===== src/rtl/hw_cipher_pkg.sv =====
// Purpose: shared constants, FSM encoding and key/permutation helpers for the Feistel cipher core.
// Latency: n/a (package only).
// Backpressure: n/a.
package hw_cipher_pkg;

  // Word addresses on the Avalon-MM slave
  localparam logic [3:0] ADDR_DATA0  = 4'd0;
  localparam logic [3:0] ADDR_DATA3  = 4'd3;
  localparam logic [3:0] ADDR_KEY0   = 4'd4;
  localparam logic [3:0] ADDR_KEY3   = 4'd7;
  localparam logic [3:0] ADDR_CTRL   = 4'd8;
  localparam logic [3:0] ADDR_STATUS = 4'd9;

  // CTRL / STATUS bit positions
  localparam int CTRL_START    = 0;
  localparam int CTRL_MODE     = 1;
  localparam int STATUS_BUSY   = 0;
  localparam int STATUS_DONE   = 1;
  localparam int STATUS_NR_LSB = 8;

  typedef enum logic [2:0] {
    ST_IDLE,
    ST_KEXP,
    ST_RA,
    ST_RB,
    ST_RC_MIX,
    ST_DONE
  } fsm_e;

  // Round constants; only the low 7 bits matter since they are added mod 128.
  function automatic logic [6:0] rc_lookup(input logic [3:0] idx);
    logic [7:0] rc;
    case (idx)
      4'd0:    rc = 8'h5A;
      4'd1:    rc = 8'h34;
      4'd2:    rc = 8'h73;
      4'd3:    rc = 8'h66;
      4'd4:    rc = 8'h57;
      4'd5:    rc = 8'h35;
      4'd6:    rc = 8'h71;
      4'd7:    rc = 8'h62;
      4'd8:    rc = 8'h5F;
      4'd9:    rc = 8'h25;
      4'd10:   rc = 8'h51;
      4'd11:   rc = 8'h22;
      default: rc = 8'h00;
    endcase
    return rc[6:0];
  endfunction

  // Swaps the 16-bit halves inside each 32-bit word; it is its own inverse.
  function automatic logic [63:0] perm(input logic [63:0] x);
    return {x[47:32], x[63:48], x[15:0], x[31:16]};
  endfunction

  function automatic logic [127:0] ks(input logic [127:0] k);
    logic [63:0] t;
    t = perm(k[63:0]);
    return {t, t ^ k[127:64]};
  endfunction

  // Exact inverse of ks(); relies on perm() being an involution.
  function automatic logic [127:0] ks_inv(input logic [127:0] k);
    return {k[63:0] ^ k[127:64], perm(k[127:64])};
  endfunction

  function automatic logic [63:0] rotl64(input logic [63:0] x, input int amt);
    return (x << amt) | (x >> (64 - amt));
  endfunction

endpackage


===== src/rtl/hw_cipher_round.sv =====
// Purpose: sbox input word pair (h) and F-assembly + Feistel mix from latched sbox outputs.
// Latency: combinational.
// Backpressure: none.
// Ports: state/key (128) in, s_hi/s_lo (32) latched sbox outputs, rnd (4) round index,
//        mode (0=enc,1=dec); h (64) pre-sbox value, next_state (128) mixed state.
module hw_cipher_round
  import hw_cipher_pkg::*;
#(
  parameter int ROT = 21
) (
  input  logic [127:0] state,
  input  logic [127:0] key,
  input  logic [31:0]  s_hi,
  input  logic [31:0]  s_lo,
  input  logic [3:0]   rnd,
  input  logic         mode,
  output logic [63:0]  h,
  output logic [127:0] next_state
);

  logic [63:0] x;
  logic [63:0] y;
  logic [63:0] f;

  // Encrypt feeds F from H, decrypt from L.
  assign x = mode ? state[63:0] : state[127:64];
  assign h = x ^ key[127:64];

  always_comb begin
    y          = {s_hi, s_lo};
    y[20:14]   = y[20:14] + rc_lookup(rnd);
    y          = y ^ key[63:0];
    f          = rotl64(perm(y), ROT);
    next_state = mode ? {state[63:0], state[127:64] ^ f}
                      : {state[63:0] ^ f, state[127:64]};
  end

endmodule


===== src/rtl/sbox.sv =====
// Purpose: shared 32-bit combinational sbox, eight parallel 4-bit substitutions.
// Latency: combinational.
// Backpressure: none.
// Ports: din (32) in, dout (32) out.
module sbox (
  input  logic [31:0] din,
  output logic [31:0] dout
);

  function automatic logic [3:0] sb4(input logic [3:0] n);
    case (n)
      4'h0: return 4'hC;
      4'h1: return 4'h5;
      4'h2: return 4'h6;
      4'h3: return 4'hB;
      4'h4: return 4'h9;
      4'h5: return 4'h0;
      4'h6: return 4'hA;
      4'h7: return 4'hD;
      4'h8: return 4'h3;
      4'h9: return 4'hE;
      4'hA: return 4'hF;
      4'hB: return 4'h8;
      4'hC: return 4'h4;
      4'hD: return 4'h7;
      4'hE: return 4'h1;
      default: return 4'h2;
    endcase
  endfunction

  always_comb begin
    dout = '0;
    for (int i = 0; i < 8; i++) begin
      dout[4*i +: 4] = sb4(din[4*i +: 4]);
    end
  end

endmodule


===== src/rtl/hw_cipher_engine.sv =====
// Purpose: iterative 128-bit Feistel cipher behind a 32-bit Avalon-MM slave (DATA/KEY/CTRL/STATUS).
// Latency: START to BUSY low = 3R+1 cycles encrypt, 4R+1 cycles decrypt.
// Backpressure: waitrequest stalls any access to words 0-8 while BUSY; STATUS never stalls.
// Ports: clk, reset (sync, active-high), address (4), write, writedata (32), read,
//        readdata (32, combinational, 0 when read low), waitrequest.
module hw_cipher_engine
  import hw_cipher_pkg::*;
#(
  parameter int NUM_ROUNDS = 12,
  parameter int ROT        = 21
) (
  input  logic        clk,
  input  logic        reset,
  input  logic [3:0]  address,
  input  logic        write,
  input  logic [31:0] writedata,
  input  logic        read,
  output logic [31:0] readdata,
  output logic        waitrequest
);

  localparam logic [3:0] LAST_RND = 4'(NUM_ROUNDS - 1);
  localparam logic [3:0] NR_FIELD = 4'(NUM_ROUNDS);

  logic [127:0] data_q;
  logic [127:0] key_q;
  logic [127:0] st_q;
  logic [127:0] kw_q;
  logic [31:0]  s_hi_q;
  logic [31:0]  s_lo_q;
  logic [3:0]   rnd_q;
  logic [3:0]   kcnt_q;
  logic         mode_q;
  logic         busy_q;
  logic         done_q;
  fsm_e         fsm_q;

  logic         wr_ok;
  logic [127:0] key_eff;
  logic [63:0]  h;
  logic [127:0] next_st;
  logic [31:0]  sbox_in;
  logic [31:0]  sbox_out;

  assign waitrequest = (read | write) && (address <= ADDR_CTRL) && busy_q;
  assign wr_ok       = write && !waitrequest;

  // Encrypt steps the key in RA and that new key is already needed for the
  // high-word sbox lookup of the same cycle.
  assign key_eff = (fsm_q == ST_RA && !mode_q) ? ks(kw_q) : kw_q;

  assign sbox_in = (fsm_q == ST_RA) ? h[63:32] : h[31:0];

  sbox u_sbox (
    .din  (sbox_in),
    .dout (sbox_out)
  );

  hw_cipher_round #(
    .ROT (ROT)
  ) u_round (
    .state      (st_q),
    .key        (key_eff),
    .s_hi       (s_hi_q),
    .s_lo       (s_lo_q),
    .rnd        (rnd_q),
    .mode       (mode_q),
    .h          (h),
    .next_state (next_st)
  );

  always_comb begin
    readdata = '0;
    if (read) begin
      if (address <= ADDR_DATA3) begin
        readdata = data_q[{address[1:0], 5'b0} +: 32];
      end else if (address == ADDR_STATUS) begin
        readdata[STATUS_BUSY] = busy_q;
        readdata[STATUS_DONE] = done_q;
        readdata[STATUS_NR_LSB +: 4] = NR_FIELD;
      end
    end
  end

  always_ff @(posedge clk) begin
    if (reset) begin
      data_q <= '0;
      key_q  <= '0;
      st_q   <= '0;
      kw_q   <= '0;
      s_hi_q <= '0;
      s_lo_q <= '0;
      rnd_q  <= '0;
      kcnt_q <= '0;
      mode_q <= 1'b0;
      busy_q <= 1'b0;
      done_q <= 1'b0;
      fsm_q  <= ST_IDLE;
    end else begin
      // Register writes can only land while idle since waitrequest holds them off otherwise.
      if (wr_ok && address <= ADDR_DATA3) begin
        data_q[{address[1:0], 5'b0} +: 32] <= writedata;
        done_q <= 1'b0;
      end
      if (wr_ok && address >= ADDR_KEY0 && address <= ADDR_KEY3) begin
        key_q[{address[1:0], 5'b0} +: 32] <= writedata;
      end

      case (fsm_q)
        ST_IDLE: begin
          if (wr_ok && address == ADDR_CTRL && writedata[CTRL_START]) begin
            st_q   <= data_q;
            kw_q   <= key_q;
            mode_q <= writedata[CTRL_MODE];
            busy_q <= 1'b1;
            done_q <= 1'b0;
            kcnt_q <= '0;
            rnd_q  <= writedata[CTRL_MODE] ? LAST_RND : 4'd0;
            fsm_q  <= writedata[CTRL_MODE] ? ST_KEXP : ST_RA;
          end
        end
        ST_KEXP: begin
          // Run the schedule forward to the last round key; decrypt walks it back.
          kw_q   <= ks(kw_q);
          kcnt_q <= kcnt_q + 4'd1;
          if (kcnt_q == LAST_RND) begin
            fsm_q <= ST_RA;
          end
        end
        ST_RA: begin
          kw_q   <= key_eff;
          s_hi_q <= sbox_out;
          fsm_q  <= ST_RB;
        end
        ST_RB: begin
          s_lo_q <= sbox_out;
          fsm_q  <= ST_RC_MIX;
        end
        ST_RC_MIX: begin
          st_q <= next_st;
          if (mode_q) begin
            kw_q <= ks_inv(kw_q);
          end
          if (mode_q ? (rnd_q == 4'd0) : (rnd_q == LAST_RND)) begin
            fsm_q <= ST_DONE;
          end else begin
            rnd_q <= mode_q ? rnd_q - 4'd1 : rnd_q + 4'd1;
            fsm_q <= ST_RA;
          end
        end
        ST_DONE: begin
          data_q <= st_q;
          busy_q <= 1'b0;
          done_q <= 1'b1;
          fsm_q  <= ST_IDLE;
        end
        default: fsm_q <= ST_IDLE;
      endcase
    end
  end

endmodule


===== config.mk =====
export PLATFORM = sky130hd
export DESIGN_NAME = hw_cipher_engine
export DESIGN_NICKNAME = d
export VERILOG_FILES = /design/src/rtl/hw_cipher_pkg.sv /design/src/rtl/hw_cipher_round.sv /design/src/rtl/sbox.sv /design/src/rtl/hw_cipher_engine.sv
export SDC_FILE = /design/constraint.sdc
export NUM_CORES = 2
export LEC_CHECK = 0
export ABC_AREA = 1
export ABC_CLOCK_PERIOD_IN_PS = 5100
export CORE_MARGIN = 4
export CORE_UTILIZATION = 30
export CTS_BUF_LIST = sky130_fd_sc_hd__clkbuf_4 sky130_fd_sc_hd__clkbuf_8 sky130_fd_sc_hd__clkbuf_16
export CTS_CLUSTER_DIAMETER = 40
export CTS_CLUSTER_SIZE = 28
export DETAILED_ROUTE_END_ITERATION = 6
export MAX_ROUTING_LAYER = met4
export SLEW_MARGIN = 20
export SYNTH_ARGS = -nofsm -noshare
export SYNTH_HDL_FRONTEND = slang
export SYNTH_SLANG_ARGS = --single-unit

===== constraint.sdc =====
create_clock -name clk -period 5.1 [get_ports clk]
set_input_delay 1.02 -clock clk [delete_from_list [all_inputs] [get_ports clk]]
set_output_delay 1.02 -clock clk [all_outputs]
set_load 0.005 [all_outputs]

Word-level counts from Yosys, hierarchy flattened. Memories as Yosys holds them, arrays and structs flattened. A register that Yosys moved wholly into a read port is not among the register bits. Cells that the tools add are included.

Bits in registers: 590. Bits in read-only memories: 624. Bits of input ports: 40. Output and inout bits: 33. Word-level logic and storage cells: 119. Memories kept: 9.

Add/subtract/negate cells: 5. $lt $le $gt $ge: 4. Equal/unequal tests: 13. Shifts and indexed selects: 3. Mux-type cells: 40. Bitwise gates (word level): 8. Reductions and logical operators: 25.

Memories: (no name shown) (words 16, bits a word 7, read ports 1, clocked after memory_dff 1, wr ports 0, line hw_cipher_pkg.sv:33) `case (idx)`; (no name shown) (words 16, bits a word 4, read ports 1, clocked after memory_dff 0, wr ports 0, line sbox.sv:11) `case (n)`; (no name shown) (words 16, bits a word 4, read ports 1, clocked after memory_dff 0, wr ports 0, line sbox.sv:11); (no name shown) (words 16, bits a word 4, read ports 1, clocked after memory_dff 0, wr ports 0, line sbox.sv:11); (no name shown) (words 16, bits a word 4, read ports 1, clocked after memory_dff 0, wr ports 0, line sbox.sv:11); (no name shown) (words 16, bits a word 4, read ports 1, clocked after memory_dff 0, wr ports 0, line sbox.sv:11); 3 more memories.

Operators by type and width (count): 2-to-1 mux 128 bit (7); case mux 128 bit (4 select lines) (1); bitwise XOR 64 bit (6); bitwise mux 128 bit (2); case mux 128 bit (2 select lines) (1); variable shift 32 x 9 -> 128 bit, first input constant (1); indexed part select 128 x 8 -> 32 bit (1); indexed part select 32 x 9 -> 128 bit (1); 2-to-1 mux 32 bit (2); 2-to-1 mux 64 bit (1); OR 64 x 21 -> 64 bit (1); 2-to-1 mux 4 bit (9); 2-to-1 mux 20 bit (1); == test 4 bit, second input constant (4); case mux 4 bit (2 select lines) (2); case mux 3 bit (5 select lines) (1); AND reduction 2 bit (5); logical AND 1 bit (9); 2-to-1 mux 3 bit (3); negator 7 -> 9 bit (1); adder 4 x 1 -> 4 bit, second input constant (2); != test 2 bit, second input constant (4); nonzero test 2 bit (4); adder 7 bit (1); other kinds (18) (28).

Depth between registers and ports, before layout.
Depth after elaboration: 11. Gate-level depth with buffers: 20. Depth with buffers taken out: 16.

Cells and area by module. From an unflattened synthesis, not the netlist that was laid out.

Cell total of the unflattened synthesis: 6306. Area total of the unflattened synthesis: 39182.6 µm².

Modules (own cells, without submodules): hw_cipher_engine (instances 1, cells an instance 5281, area each 33116.8 µm², sequential area each 11811.3 µm²); hw_cipher_round (instances 1, cells an instance 713, area each 4374.2 µm², sequential area each 0.0 µm²); sbox (instances 1, cells an instance 312, area each 1691.6 µm², sequential area each 0.0 µm²).

Worst setup path after synthesis. OpenSTA, ideal clock, no wires.

Kind: input-to-reg. Start point: in address[0]. End point: reg with a tool-made name. Setup time: 0.058 ns. Data arrival time: 3.321 ns. Data required time: 5.042 ns. Setup slack: 1.721 ns. Stages on the path: 17. Path buffers: 3. Cell sequence: clkbuf_1 inv_2 clkbuf_1 ha_1 inv_2 o21ai_1 a21boi_2 nand4_1 buf_4 nand3_1 nand2_1 nor2_1 inv_1 ha_1 o21ai_0 nand2_1 nand2_1.

RTL lines: start: declaration (line hw_cipher_engine.sv:14) `input logic [3:0] address,`.

Worst setup path in the final report.
Start point: in address[2]. End point: out readdata[19].

Word-level cells in the longest chain between the ends: 3.

RTL lines: <= comparator 4 x 2 -> 1 bit (line hw_cipher_engine.sv:75) `if (address <= ADDR_DATA3) begin`; 2-to-1 mux 20 bit (line hw_cipher_engine.sv:75); 2-to-1 mux 32 bit (line hw_cipher_engine.sv:74) `if (read) begin`; end: declaration (line hw_cipher_engine.sv:18) `output logic [31:0] readdata,`.

No other way between the ends.

==> impl_results.md <==
* Commonest cells after routing, fill and taps aside: nand2_1, inv_1, dfxtp_1
* CTS tree: done
* Largest family of logic cells by synthesized area: simple AND/OR/NAND/NOR gates
* Sequential Power Share at approximately 33%
* WS Path Type: in2out
* Hold WC Path Type: reg2reg
* Top_reg_cell synth: dfxtp_1
* Via count at 42,434
* Clk sinks at 597
* Clock latency on the worst-skew pair at approximately 0.7 ns
* Unique masters post-synth at 46
* Die X at 368 µm
* Final #Nets at 6,187
* Area taken by flip-flops and latches at between 10,000 and 15,000 µm²
* Mapped Area at 38,900 µm²
* Pre-CTS WS at 0.546 ns
* Yosys reg bits at 597
* Finish-stage setup viols at 0
* Power Density at approximately 330 nW/µm²
* Routed wire length at between 150 and 200 mm
* Mux cell area share after synthesis at 0%
* Port bufs at 72
* Clock power share at between 50% and 60%
* # DRC at 0
* Hold Path Origin: key_q[78]$_SDFFE_PP0P_
* CTS max path bufs at 3
* Synth Area per Inst at 6.27 µm²
* Ys async rst share at 0%
* DRT Pass-1 Iters at 6
* Slew Viols, Final at 0
* Post-DR vias/cell at 5.35
* GRT Total Usage at 24.1%
* Commonest non-fill, non-tap cell in the layout: nand2_1
* Number of global-route vias before repair at 38,317
* Worst-path clk slew at 0.05 ns
* Max Freq at 212 MHz
* I/O pins at 73
* CP max FO at 8
* Total congestion overflow at 0
* Sw frac at about 28%
* Initial antenna violation count at 2
* RePlAce Congestion at 0.945
* Multi-input logic area at around 23,000 µm²
* Post-synth EDFFs at 0
* Num CTS Buffers at 121
* Core ar. at roughly 130,000 µm²
* Slew margin rel. at between 20% and 30%
* Synth Area in Compound Gates at 21.2%
* Combinational share of power at 11.5%
* CP startpoint: address[2]
* Synthesized-area fraction occupied by adder cells at roughly 1.9%
* Worst EP required at a little over 4 ns
* Post-synthesis cell count at 6,204
* Wire per inst at ~21 µm
* Synth Area in XOR/XNOR at about 3.9%
* Critical Path Start Type: primary input
* FF-to-FF Start: fsm_q[2]$_SDFFE_PP0P_
* Fill count at 13,842
* Worst Clk Skew at 0.0225 ns
* Max Cap Violations at 0
* Min Tclk post-route at ~4.7 ns
* Worst-Margin Slew at 1.17 ns
* Internal at 10.8 mW
* Syn nets at about 6,300
* Layout cells sized above 1 at 8.74%
* CTS root buffer: clkbuf_16
* Post-CTS repair timing setup buffer count at 0
* Initial Utilization at slightly above 30%
* First-pass GRT wire length at approximately 240 mm
* Cts hold-fix bufs at 0
* Setup ws final at 0.388 ns
* Arrival @ worst endpoint at 3.69 ns
* Layout area overhead at 16.7%
* Post-synthesis simple-gate area fraction at 31.3%
* Seq/Total Area, Yosys at between 30% and 40%
* Nature of the critical path endpoint: primary output
* Outcome: finished clean
* Leak pwr at 18.4 nW
* Dpl hpwl at 108 mm
* Full die area at around 140,000 µm²
* DRT iter0 DRCs at 5,275
* Synth warn at 0
* Depth of the CTS H-tree at 3
* Hold Fails Final Rpt at 0
* Peak supply drop at roughly 0.00027 V
* Setup TNS at 0 ns
* FP Rows at 131
* CTS resizes at 0
* Largest net degree at the start of global routing at 168
* Switching power at 4.23 mW
* Final Cycle Share at 92.4%
* Detail Route Antenna Nets at 0
* RSZ-0062 raised after global routing: no
* Die H at between 300 and 400 µm
[cell families (layout without fill, tap and decap cells)]
group                      count (synthesis)  in the layout
buffers and inverters                   1061           1050
adders and majority gates                 59             59
other                                      0              5
AOI/OAI and AO/OA                       1417           1417
and+or+nand+nor                         2943           2943
DFF                                      597            597
xor gates and xnor gates                 127            127
[final timing paths]
kind         slack (ns)  depth (start not counted)                 endpoint
max reg2reg        1.11                         14  s_lo_q[18]$_SDFFE_PP0P_
min                0.45                          2   key_q[78]$_SDFFE_PP0P_
max                0.39                          5             readdata[19]
min reg2reg        0.45                          2   key_q[78]$_SDFFE_PP0P_
[synth_stat cells (all sizes together), types with 81 or more instances]
cell | count | share of area (%)
nand2 | 1969 | 19
inv | 642 | 6.2
dfxtp | 597 | 31
o21ai | 521 | 7.3
a21oi | 486 | 6.3
nor2 | 356 | 3.4
nand3 | 339 | 4.4
clkbuf | 278 | 2.7
buf | 137 | 2.0
nand4 | 97 | 1.6
a22oi | 95 | 1.8
xor2 | 91 | 2.5
a31oi | 86 | 1.4
nor3 | 81 | 1.1
[routing by layer]
metal	wire (µm)	vias to the layer above	global-route usage [%]	part of all wire (%)
met1	68000	19734	31.1	41
met2	70100	2189	35.4	42
met4	9350	0	11.9	5.6
li1	-	20027	-	-
met3	18400	484	5.38	11
met5	0	-	-	0
[through the flow]
step	total power [mW]	std cells	hold WS, ns	instance area [µm²]	util [%]
2_1_floorplan	6.04	6204	0.425	38900	-
3_3_place_gp	6.61	7694	0.438	41100	32.0
3_5_place_dp	6.64	7694	0.439	41100	32.0
4_1_cts	15.0	7922	0.447	45400	35.4
5_1_grt	15.4	7924	0.476	45400	35.4
6_report	15.0	7927	0.445	45400	35.4
[worst max-delay path, cell delays in order]
cell             delay [ns]
clkdlybuf4s50_1        0.60
nor2_1                 0.43
nand2_1                0.27
a21oi_1                0.70
clkdlybuf4s50_1        0.65
[registers in the layout, indices dropped and copies added, names as in the netlist, 3 cells and up, named ones only]
| register | flops |
|---|---|
| st_q | 128 |
| s_lo_q | 32 |
| kcnt_q | 4 |
| data_q | 128 |
| kw_q | 128 |
| rnd_q | 4 |
| s_hi_q | 32 |
| key_q | 128 |
| fsm_q | 3 |
[area by class of cell]
type,instances,area share (%)
Multi-Input combinational cell,4546,50.3
Sequential cell,597,26.3
Clock buffer,154,7.60
Inverter,646,5.38
Tap cell,1729,4.77
Timing Repair Buffer,176,3.66
Clock inverter,74,1.89
Antenna cell,5,0.0276
[power by group through the flow]
stage / clock network, mW / registers (mW) / logic, mW
floorplan: 0 / 4.94 / 1.10
global placement: 0 / 4.97 / 1.65
detailed placement: 0 / 4.97 / 1.67
CTS: 8.44 / 4.87 / 1.68
global route: 8.65 / 4.89 / 1.85
finish: 8.39 / 4.88 / 1.72
Power figures use the tool's default switching activity.
